<file path="config.mk">
export PLATFORM = sky130hd
export DESIGN_NAME = cam_frame_position
export DESIGN_NICKNAME = d
export VERILOG_FILES = /design/src/rtl/cam_frame_position.sv
export SDC_FILE = /design/constraint.sdc
export NUM_CORES = 1
export LEC_CHECK = 0
export ABC_AREA = 1
export CORE_ASPECT_RATIO = 1.4
export CORE_UTILIZATION = 53
export DETAILED_ROUTE_END_ITERATION = 6
export PLACE_DENSITY = 0.83
export SKIP_LAST_GASP = 1
export SLEW_MARGIN = 20
export SYNTH_ARGS = -nofsm -noshare
export SYNTH_HDL_FRONTEND = slang
export SYNTH_SLANG_ARGS = --single-unit
</file>
<file path="constraint.sdc">
create_clock -name CLK -period 1.6 [get_ports CLK]
set_input_delay 0.32 -clock CLK [delete_from_list [all_inputs] [get_ports CLK]]
set_output_delay 0.32 -clock CLK [all_outputs]
set_load 0.01 [all_outputs]
</file>
<file path="src/rtl/cam_frame_position.sv">
// cam_frame_position: OV7670 timing tracker; synchronises VSYNC/HREF/PCLK, tracks row/column, emits pixel/line/frame strobes.
// Define CAM_FRAME_STATS_EN to add the LAST_ROWS/LAST_COLS statistics outputs.
module cam_frame_position #(
   parameter int ROW_W           = 9,
   parameter int COL_W           = 10,
   parameter int MAX_ROWS        = 480,
   parameter int MAX_COLS        = 640,
   parameter int BYTES_PER_PIXEL = 2,
   parameter int SYNC_STAGES     = 2
) (
   input  logic             CLK,
   input  logic             RST_N,
   input  logic             START,
   input  logic             VSYNC,
   input  logic             HREF,
   input  logic             PCLK,
   output logic [ROW_W-1:0] PIXEL_ROW,
   output logic [COL_W-1:0] PIXEL_COL,
   output logic             PIXEL_VALID,
   output logic             LINE_END,
   output logic             FRAME_END,
   output logic             OVERFLOW,
   output logic             DEBUG
`ifdef CAM_FRAME_STATS_EN
   ,
   output logic [ROW_W-1:0] LAST_ROWS,
   output logic [COL_W-1:0] LAST_COLS
`endif
);
   typedef enum logic [1:0] {IDLE, WAIT_VSYNC, FRAME, LINE} state_t;
   state_t state, state_nx;
   logic [SYNC_STAGES-1:0] v_sr, h_sr, p_sr;
   logic v_d, h_d, p_d;
   logic [1:0] byte_cnt;
   logic v_rise, v_fall, h_rise, h_fall, p_rise;
   logic frame_go, line_go, byte_inc, pix_done, le, fe;

   assign v_rise = v_sr[SYNC_STAGES-1] & ~v_d;
   assign v_fall = ~v_sr[SYNC_STAGES-1] & v_d;
   assign h_rise = h_sr[SYNC_STAGES-1] & ~h_d;
   assign h_fall = ~h_sr[SYNC_STAGES-1] & h_d;
   assign p_rise = p_sr[SYNC_STAGES-1] & ~p_d;

   always_ff @(posedge CLK or negedge RST_N)
      if (!RST_N) state <= IDLE;
      else state <= state_nx;

   // A PCLK edge coinciding with the HREF fall still belongs to the line.
   always_comb begin
      state_nx = state;
      frame_go = 1'b0;
      line_go  = 1'b0;
      byte_inc = 1'b0;
      pix_done = 1'b0;
      le       = 1'b0;
      fe       = 1'b0;
      case (state)
         IDLE: state_nx = START ? WAIT_VSYNC : IDLE;
         WAIT_VSYNC: begin
            frame_go = START & v_fall;
            state_nx = !START ? IDLE : v_fall ? FRAME : WAIT_VSYNC;
         end
         FRAME: begin
            fe       = v_rise;
            line_go  = ~v_rise & h_rise;
            state_nx = v_rise ? (START ? WAIT_VSYNC : IDLE) : h_rise ? LINE : FRAME;
         end
         default: begin
            fe       = v_rise;
            byte_inc = ~v_rise & p_rise;
            pix_done = byte_inc & (byte_cnt == 2'(BYTES_PER_PIXEL-1));
            le       = ~v_rise & h_fall;
            state_nx = v_rise ? (START ? WAIT_VSYNC : IDLE) : h_fall ? FRAME : LINE;
         end
      endcase
   end

   // Row/column advance the cycle after their strobe so they stay stable while it is high.
   always_ff @(posedge CLK or negedge RST_N)
      if (!RST_N) begin
         v_sr        <= '0;
         h_sr        <= '0;
         p_sr        <= '0;
         v_d         <= 1'b0;
         h_d         <= 1'b0;
         p_d         <= 1'b0;
         byte_cnt    <= '0;
         PIXEL_ROW   <= '0;
         PIXEL_COL   <= '0;
         PIXEL_VALID <= 1'b0;
         LINE_END    <= 1'b0;
         FRAME_END   <= 1'b0;
         OVERFLOW    <= 1'b0;
         DEBUG       <= 1'b0;
      end else begin
         v_sr        <= {v_sr[SYNC_STAGES-2:0], VSYNC};
         h_sr        <= {h_sr[SYNC_STAGES-2:0], HREF};
         p_sr        <= {p_sr[SYNC_STAGES-2:0], PCLK};
         v_d         <= v_sr[SYNC_STAGES-1];
         h_d         <= h_sr[SYNC_STAGES-1];
         p_d         <= p_sr[SYNC_STAGES-1];
         PIXEL_VALID <= pix_done;
         LINE_END    <= le;
         FRAME_END   <= fe;
         if (le) DEBUG <= ~DEBUG;
         byte_cnt <= (frame_go || line_go || pix_done || le) ? '0 : byte_inc ? byte_cnt + 2'd1 : byte_cnt;
         if (frame_go) begin
            PIXEL_ROW <= '0;
            PIXEL_COL <= '0;
            OVERFLOW  <= 1'b0;
         end else begin
            if (line_go) PIXEL_COL <= '0;
            else if (PIXEL_VALID && PIXEL_COL != COL_W'(MAX_COLS-1)) PIXEL_COL <= PIXEL_COL + 1'b1;
            if (LINE_END && PIXEL_ROW != ROW_W'(MAX_ROWS-1)) PIXEL_ROW <= PIXEL_ROW + 1'b1;
            if ((PIXEL_VALID && PIXEL_COL == COL_W'(MAX_COLS-1)) ||
                (LINE_END && PIXEL_ROW == ROW_W'(MAX_ROWS-1))) OVERFLOW <= 1'b1;
         end
      end

`ifdef CAM_FRAME_STATS_EN
   logic [COL_W-1:0] ln_cnt, ln_nx;
   logic [ROW_W-1:0] fr_cnt;

   assign ln_nx = (pix_done && ln_cnt != COL_W'(MAX_COLS)) ? ln_cnt + 1'b1 : ln_cnt;

   always_ff @(posedge CLK or negedge RST_N)
      if (!RST_N) begin
         ln_cnt    <= '0;
         fr_cnt    <= '0;
         LAST_ROWS <= '0;
         LAST_COLS <= '0;
      end else begin
         ln_cnt <= line_go ? '0 : ln_nx;
         fr_cnt <= frame_go ? '0 : (le && fr_cnt != ROW_W'(MAX_ROWS)) ? fr_cnt + 1'b1 : fr_cnt;
         if (le) LAST_COLS <= ln_nx;
         if (fe) LAST_ROWS <= fr_cnt;
      end
`endif
endmodule

</file>
* Word-level counts from Yosys, hierarchy flattened
Index checks and enable logic that the tools add are counted.
Widths: inputs -> output; s select.
** Operators by class
- Reduce and logical (&&, ||, !) cells :: 15
- Equal/unequal tests :: 7
- $add $sub $neg :: 3
- Bitwise operators :: 17
- Mux-type cells :: 23
** Operator list (count)
- $mux 10 :: 3
- $mux 9 :: 2
- $mux 2 :: 6
- $mux 1 :: 11
- $add 10x1->10 const B :: 1
- $and 1x1->1 :: 10
- $eq 10x10->1 const B :: 1
- $ne 10x10->1 const B :: 1
- $add 9x1->9 const B :: 1
- $eq 9x9->1 const B :: 1
- $ne 9x9->1 const B :: 1
- $not 1->1 :: 7
- $pmux 2 s3 :: 1
- $reduce_bool 2->1 :: 3
- $eq 2x1->1 const B :: 2
- $logic_and 1x1->1 :: 4
- $logic_or 1x1->1 :: 4
- $reduce_bool 3->1 :: 1
- $reduce_or 3->1 :: 1
- $add 2x1->2 const B :: 1
- $eq 2x2->1 const B :: 1
- $logic_not 2->1 :: 1
- $reduce_or 2->1 :: 1
** Word-level totals
- Output and inout bits :: 24
- Logic and storage cells :: 80
- Register bits :: 37
- Bits of input ports :: 6

* Depth between registers and ports, before layout
- Word-level depth :: 9
- Gate-level depth with buffers :: 9
- Gate-level depth less buffers :: 9

* Worst setup path after synthesis
No wires, ideal clock.
- Path type :: register -> register
- Start :: register PIXEL_ROW[0]
- End :: register PIXEL_ROW[4]
- Path slack :: 0.218 ns
- Path buffers :: 0
- Period minus slack after synthesis :: 1.382 ns
- Setup time :: 0.118 ns
- Cell stages (with the launch flop) :: 9
- Data required time :: 1.482 ns
- Arrival :: 1.264 ns
- Cell sequence :: dfrtp_1 ha_1 nand3_2 clkinv_2 nand4_2 nand2_1 nand2_4 nand2_1 o21ai_2
** On the way
- Longest elaborated chain between the ends :: 3
- Elaborated cells on any way between the ends :: 6
- Classes of those cells :: 1 x add/sub; 1 x eq/ne; 2 x mux; 2 x reduce/logical
** RTL lines
- from (decl) :: RTL line 17 : output logic [ROW_W-1:0] PIXEL_ROW,
- from (signal assigned) :: RTL line 114 : if (LINE_END && PIXEL_ROW != ROW_W'(MAX_ROWS-1)) PIXEL_ROW <= PIXEL_ROW + 1'b1;
- $add 9x1->9 / $ne 9x9->1 (equally long branches) :: RTL line 114
- $mux 9 / $logic_and 1x1->1 (equally long branches) :: RTL line 114
- $mux 9 / $reduce_bool 2->1 (equally long branches)
Several ways; a longest one is shown, not always the timed one. The select of a mux whose other input is x is not followed.
A chain may end at the register's enable or synchronous reset.

* Final worst setup path
- Start :: register PIXEL_VALID
- End :: output port PIXEL_VALID
** RTL lines
- from (decl) :: RTL line 19 : output logic PIXEL_VALID,
- from (signal assigned) :: RTL line 102 : PIXEL_VALID <= pix_done;
No word-level cell between the ends.

==> flow_summary.toml <==
[logic_synthesis]
synth_edf_count = 0
syn-instance-count = 237
synth.avg_cell_area_um2 = 8.17
synth_area_leader_cell = "sky130_fd_sc_hd__dfrtp_1"
yosysSeqAreaShare = 0.478
synth.distinct_cells = 29
ys_seq_elements = 37
synth_mux_area_frac = 0
yosys.area_share.xor_xnor = 0.0271
yosys.area_share.adder = 0.0194
ys_warn_count = 0
synthesis.area_um2 = 1940
synthMostInstantiatedCell = "sky130_fd_sc_hd__nand2_1"
synth_top_cells_by_area = "sky130_fd_sc_hd__dfrtp_1 48%, sky130_fd_sc_hd__nand2_1 13%, sky130_fd_sc_hd__nand3_1 5.4%"
synth.cells.most_frequent = "69 x sky130_fd_sc_hd__nand2_1, 37 x sky130_fd_sc_hd__dfrtp_1, 28 x sky130_fd_sc_hd__nor2_1"
asyncSetResetFlopFracSynth = 1.00
synth_compound_area_frac = 0.0517
synth_net_count = 246
synth_top_area_share = 0.478
ys_dominant_reg_cell = "sky130_fd_sc_hd__dfrtp_1"
yosys.area_share.simple = 0.365
synth_top_family_by_area = "simple AND/OR/NAND/NOR gates"

[global_route]
grt_pass1_wl_um = 7240
grt_start_max_net_pins = 38
globalRouteTotalUtil = 0.263
vias_in_the_first_global_route = 1683
initial_antenna_violation_count = 0
grt_overflow_total = 0

[routing]
met3RoutedLength_um = 105
number_of_vias_after_detailed_routing = 1748
vias_per_cell = 5.20
detailroute.wirelength.met2_um = 2320
highest_layer = "met4"
met1Wirelength_um = 1830
ant_nets = 0
drtIter0Drc = 41
drt_first_pass_iters = 4
wl_per_cell_um = 12.9
drt_drc_violations_left = 0
final_wirelength_um = 4350

[clocking]
tritoncts_num_sinks = 37
clk_pin_slew_worst_paths_ps = 80
cts_inserted_buffers = 5
ctsRootBufferMaster = "sky130_fd_sc_hd__clkbuf_8"
tritoncts_clock_tree = "built"
ctsLongestPathBuffers = 2
htree_levels = 2
insertion_delay_ps = 290

[setup_path]
crit_chain = "clkdlybuf4s50_1"
cp_data_arrival_time_ps = 1250
crit_slowest_cell = "sky130_fd_sc_hd__clkdlybuf4s50_1"
critPathTopFamily = "buffers and inverters"
worstSetupEndpointType = "output port"
cp_num_buf_inv = 1
timing.critical_path.from_type = "flop"
cp_data_required_time_ps = 1280
worst_path_class_setup = "reg2out"
timing.critical_path.fanout_max = 5
critical-path-max-stage-delay_ps = 550

[run]
maxCapViolCount = 0

[floorplan]
die_y_um = 73.5
design.core.area_um2 = 3440
initial_core_util = 0.563
floorplan.die_area_um2 = 3900
io-pin-count = 30
floorplan.rows = 25
floorplan.die.width_um = 53.1

[cells_and_area]
finalNetCount = 304
n_antenna_cell = 0
syn_to_final_growth_pct = 32.0
final_layout_size_suffix_gt1_frac = 0.199
stdcell_area_um2 = 2560

[sta]
totalNegativeSetupSlack_ps = 0
clock-skew-final_ps = 9.30
final_period_util = 0.980
slew_viol_final = 0
finalHoldViolCount = 0
post-route-min-period_ps = 1570
grt_setup_unrepaired = "true"
slew_headroom = 0.689
worst_slew_pin_slew_ps = 467
timing.final.setup_violations = 0
peak_clock_frequency_supported_by_timing_mhz = 638

[worst_hold_path]
hp-class = "in2async"

[place]
port_buffers = 29
place.detailed.hpwl_um = 2940
placed_cell_area_um2 = 2320
place_congestion = 0.841

[run_status]
status = "finished clean"

[pwr]
power_mw = 3.32
power_density_nw_per_um2 = 1300
ir_drop_v = 0.00118
leakagePower_nw = 1.34
## state kept, by name, summed over array words and instances, names as in the netlist, 2 cells and up
register / count
PIXEL_COL: 10
h_sr: 2
p_sr: 2
state: 2
v_sr: 2
PIXEL_ROW: 9
byte_cnt: 2
## placed cells by master, fill, tap and decap left out, types with 3 or more instances in the layout
master,instances
sky130_fd_sc_hd__nand3_2,3
sky130_fd_sc_hd__clkdlybuf4s50_1,26
sky130_fd_sc_hd__dfrtp_2,5
sky130_fd_sc_hd__inv_2,3
sky130_fd_sc_hd__nand2_4,5
sky130_fd_sc_hd__nor2_2,4
sky130_fd_sc_hd__dfrtp_1,32
sky130_fd_sc_hd__buf_4,22
sky130_fd_sc_hd__clkbuf_8,5
sky130_fd_sc_hd__inv_1,26
sky130_fd_sc_hd__nor3_1,4
sky130_fd_sc_hd__o21ai_0,3
sky130_fd_sc_hd__nor2_1,28
sky130_fd_sc_hd__nand4_1,6
sky130_fd_sc_hd__xor2_1,5
sky130_fd_sc_hd__ha_1,3
sky130_fd_sc_hd__nand2_1,69
sky130_fd_sc_hd__nand3_1,21
## cell families (layout without fill, tap and decap cells)
kind of cell / after synthesis / after routing
compound gates: 14 / 14
xor+xnor: 6 / 6
simple gates: 147 / 147
fa+ha+maj: 3 / 3
buf+inv: 30 / 89
flops: 37 / 37
## final timing paths
kind,slack (ps),from,cells after the start,end
max,30,PIXEL_VALID,1,PIXEL_VALID
min reg2reg,350,v_sr[0],0,v_sr[1]
max in group asynchronous,1180,RST_N,2,PIXEL_VALID
min,50,RST_N,2,PIXEL_ROW[0]
max reg2reg,120,PIXEL_COL[0],8,PIXEL_COL[0]
min in group CLK,350,v_sr[0],0,v_sr[1]
## per-stage QoR
step,setup slack (ps),hold WS (ps),utilization,std cells
after floorplan,218,24.4,-,237
after global placement,4.81,335,0.673,312
after detailed placement,-18.1,337,0.673,312
after CTS,-17.0,77.8,0.729,330
after global routing,-14.5,109,0.743,336
final,32.0,51.3,0.743,336
## repair_timing
item | CTS | global route
hold buffers | 0 | 0
buffers inserted | 10 | 6
gates resized for setup | 6 | 1
endpoints found under the setup margin | 13 | 5
## per-layer routing
| metal | global-route usage | vias up |
|---|---|---|
| met4 | 0.123 | 0 |
| met2 | 0.456 | 27 |
| met3 | 0.0600 | 6 |
| li1 | - | 871 |
| met1 | 0.301 | 844 |
| met5 | 0 | - |
## final cells by class
cell class                 count  area, µm²
timing repair buffer          51        452
clock inverter                 2       38.8
fill                         254        885
inverter                      30        114
sequential                    37        932
clock buffer                   6       72.6
tap                           40       50.0
multi-input combinational    170        897
## worst register-to-register path: stages, from the launching register on
cell and delay [ps]:
sky130_fd_sc_hd__dfrtp_1 420, sky130_fd_sc_hd__ha_1 230, sky130_fd_sc_hd__nand2_2 90, sky130_fd_sc_hd__nor2_2 50
sky130_fd_sc_hd__nand3_2 100, sky130_fd_sc_hd__nand2_4 100, sky130_fd_sc_hd__nor2_2 220, sky130_fd_sc_hd__nand2_1 80
sky130_fd_sc_hd__o21ai_1 100
## report_power, final
part	internal, mW	switching (mW)
sequential	1.12	0.132
clock	0.468	0.340
combinational	0.631	0.630
total	2.22	1.10
Note: power is estimated with default switching activity, not from simulation.
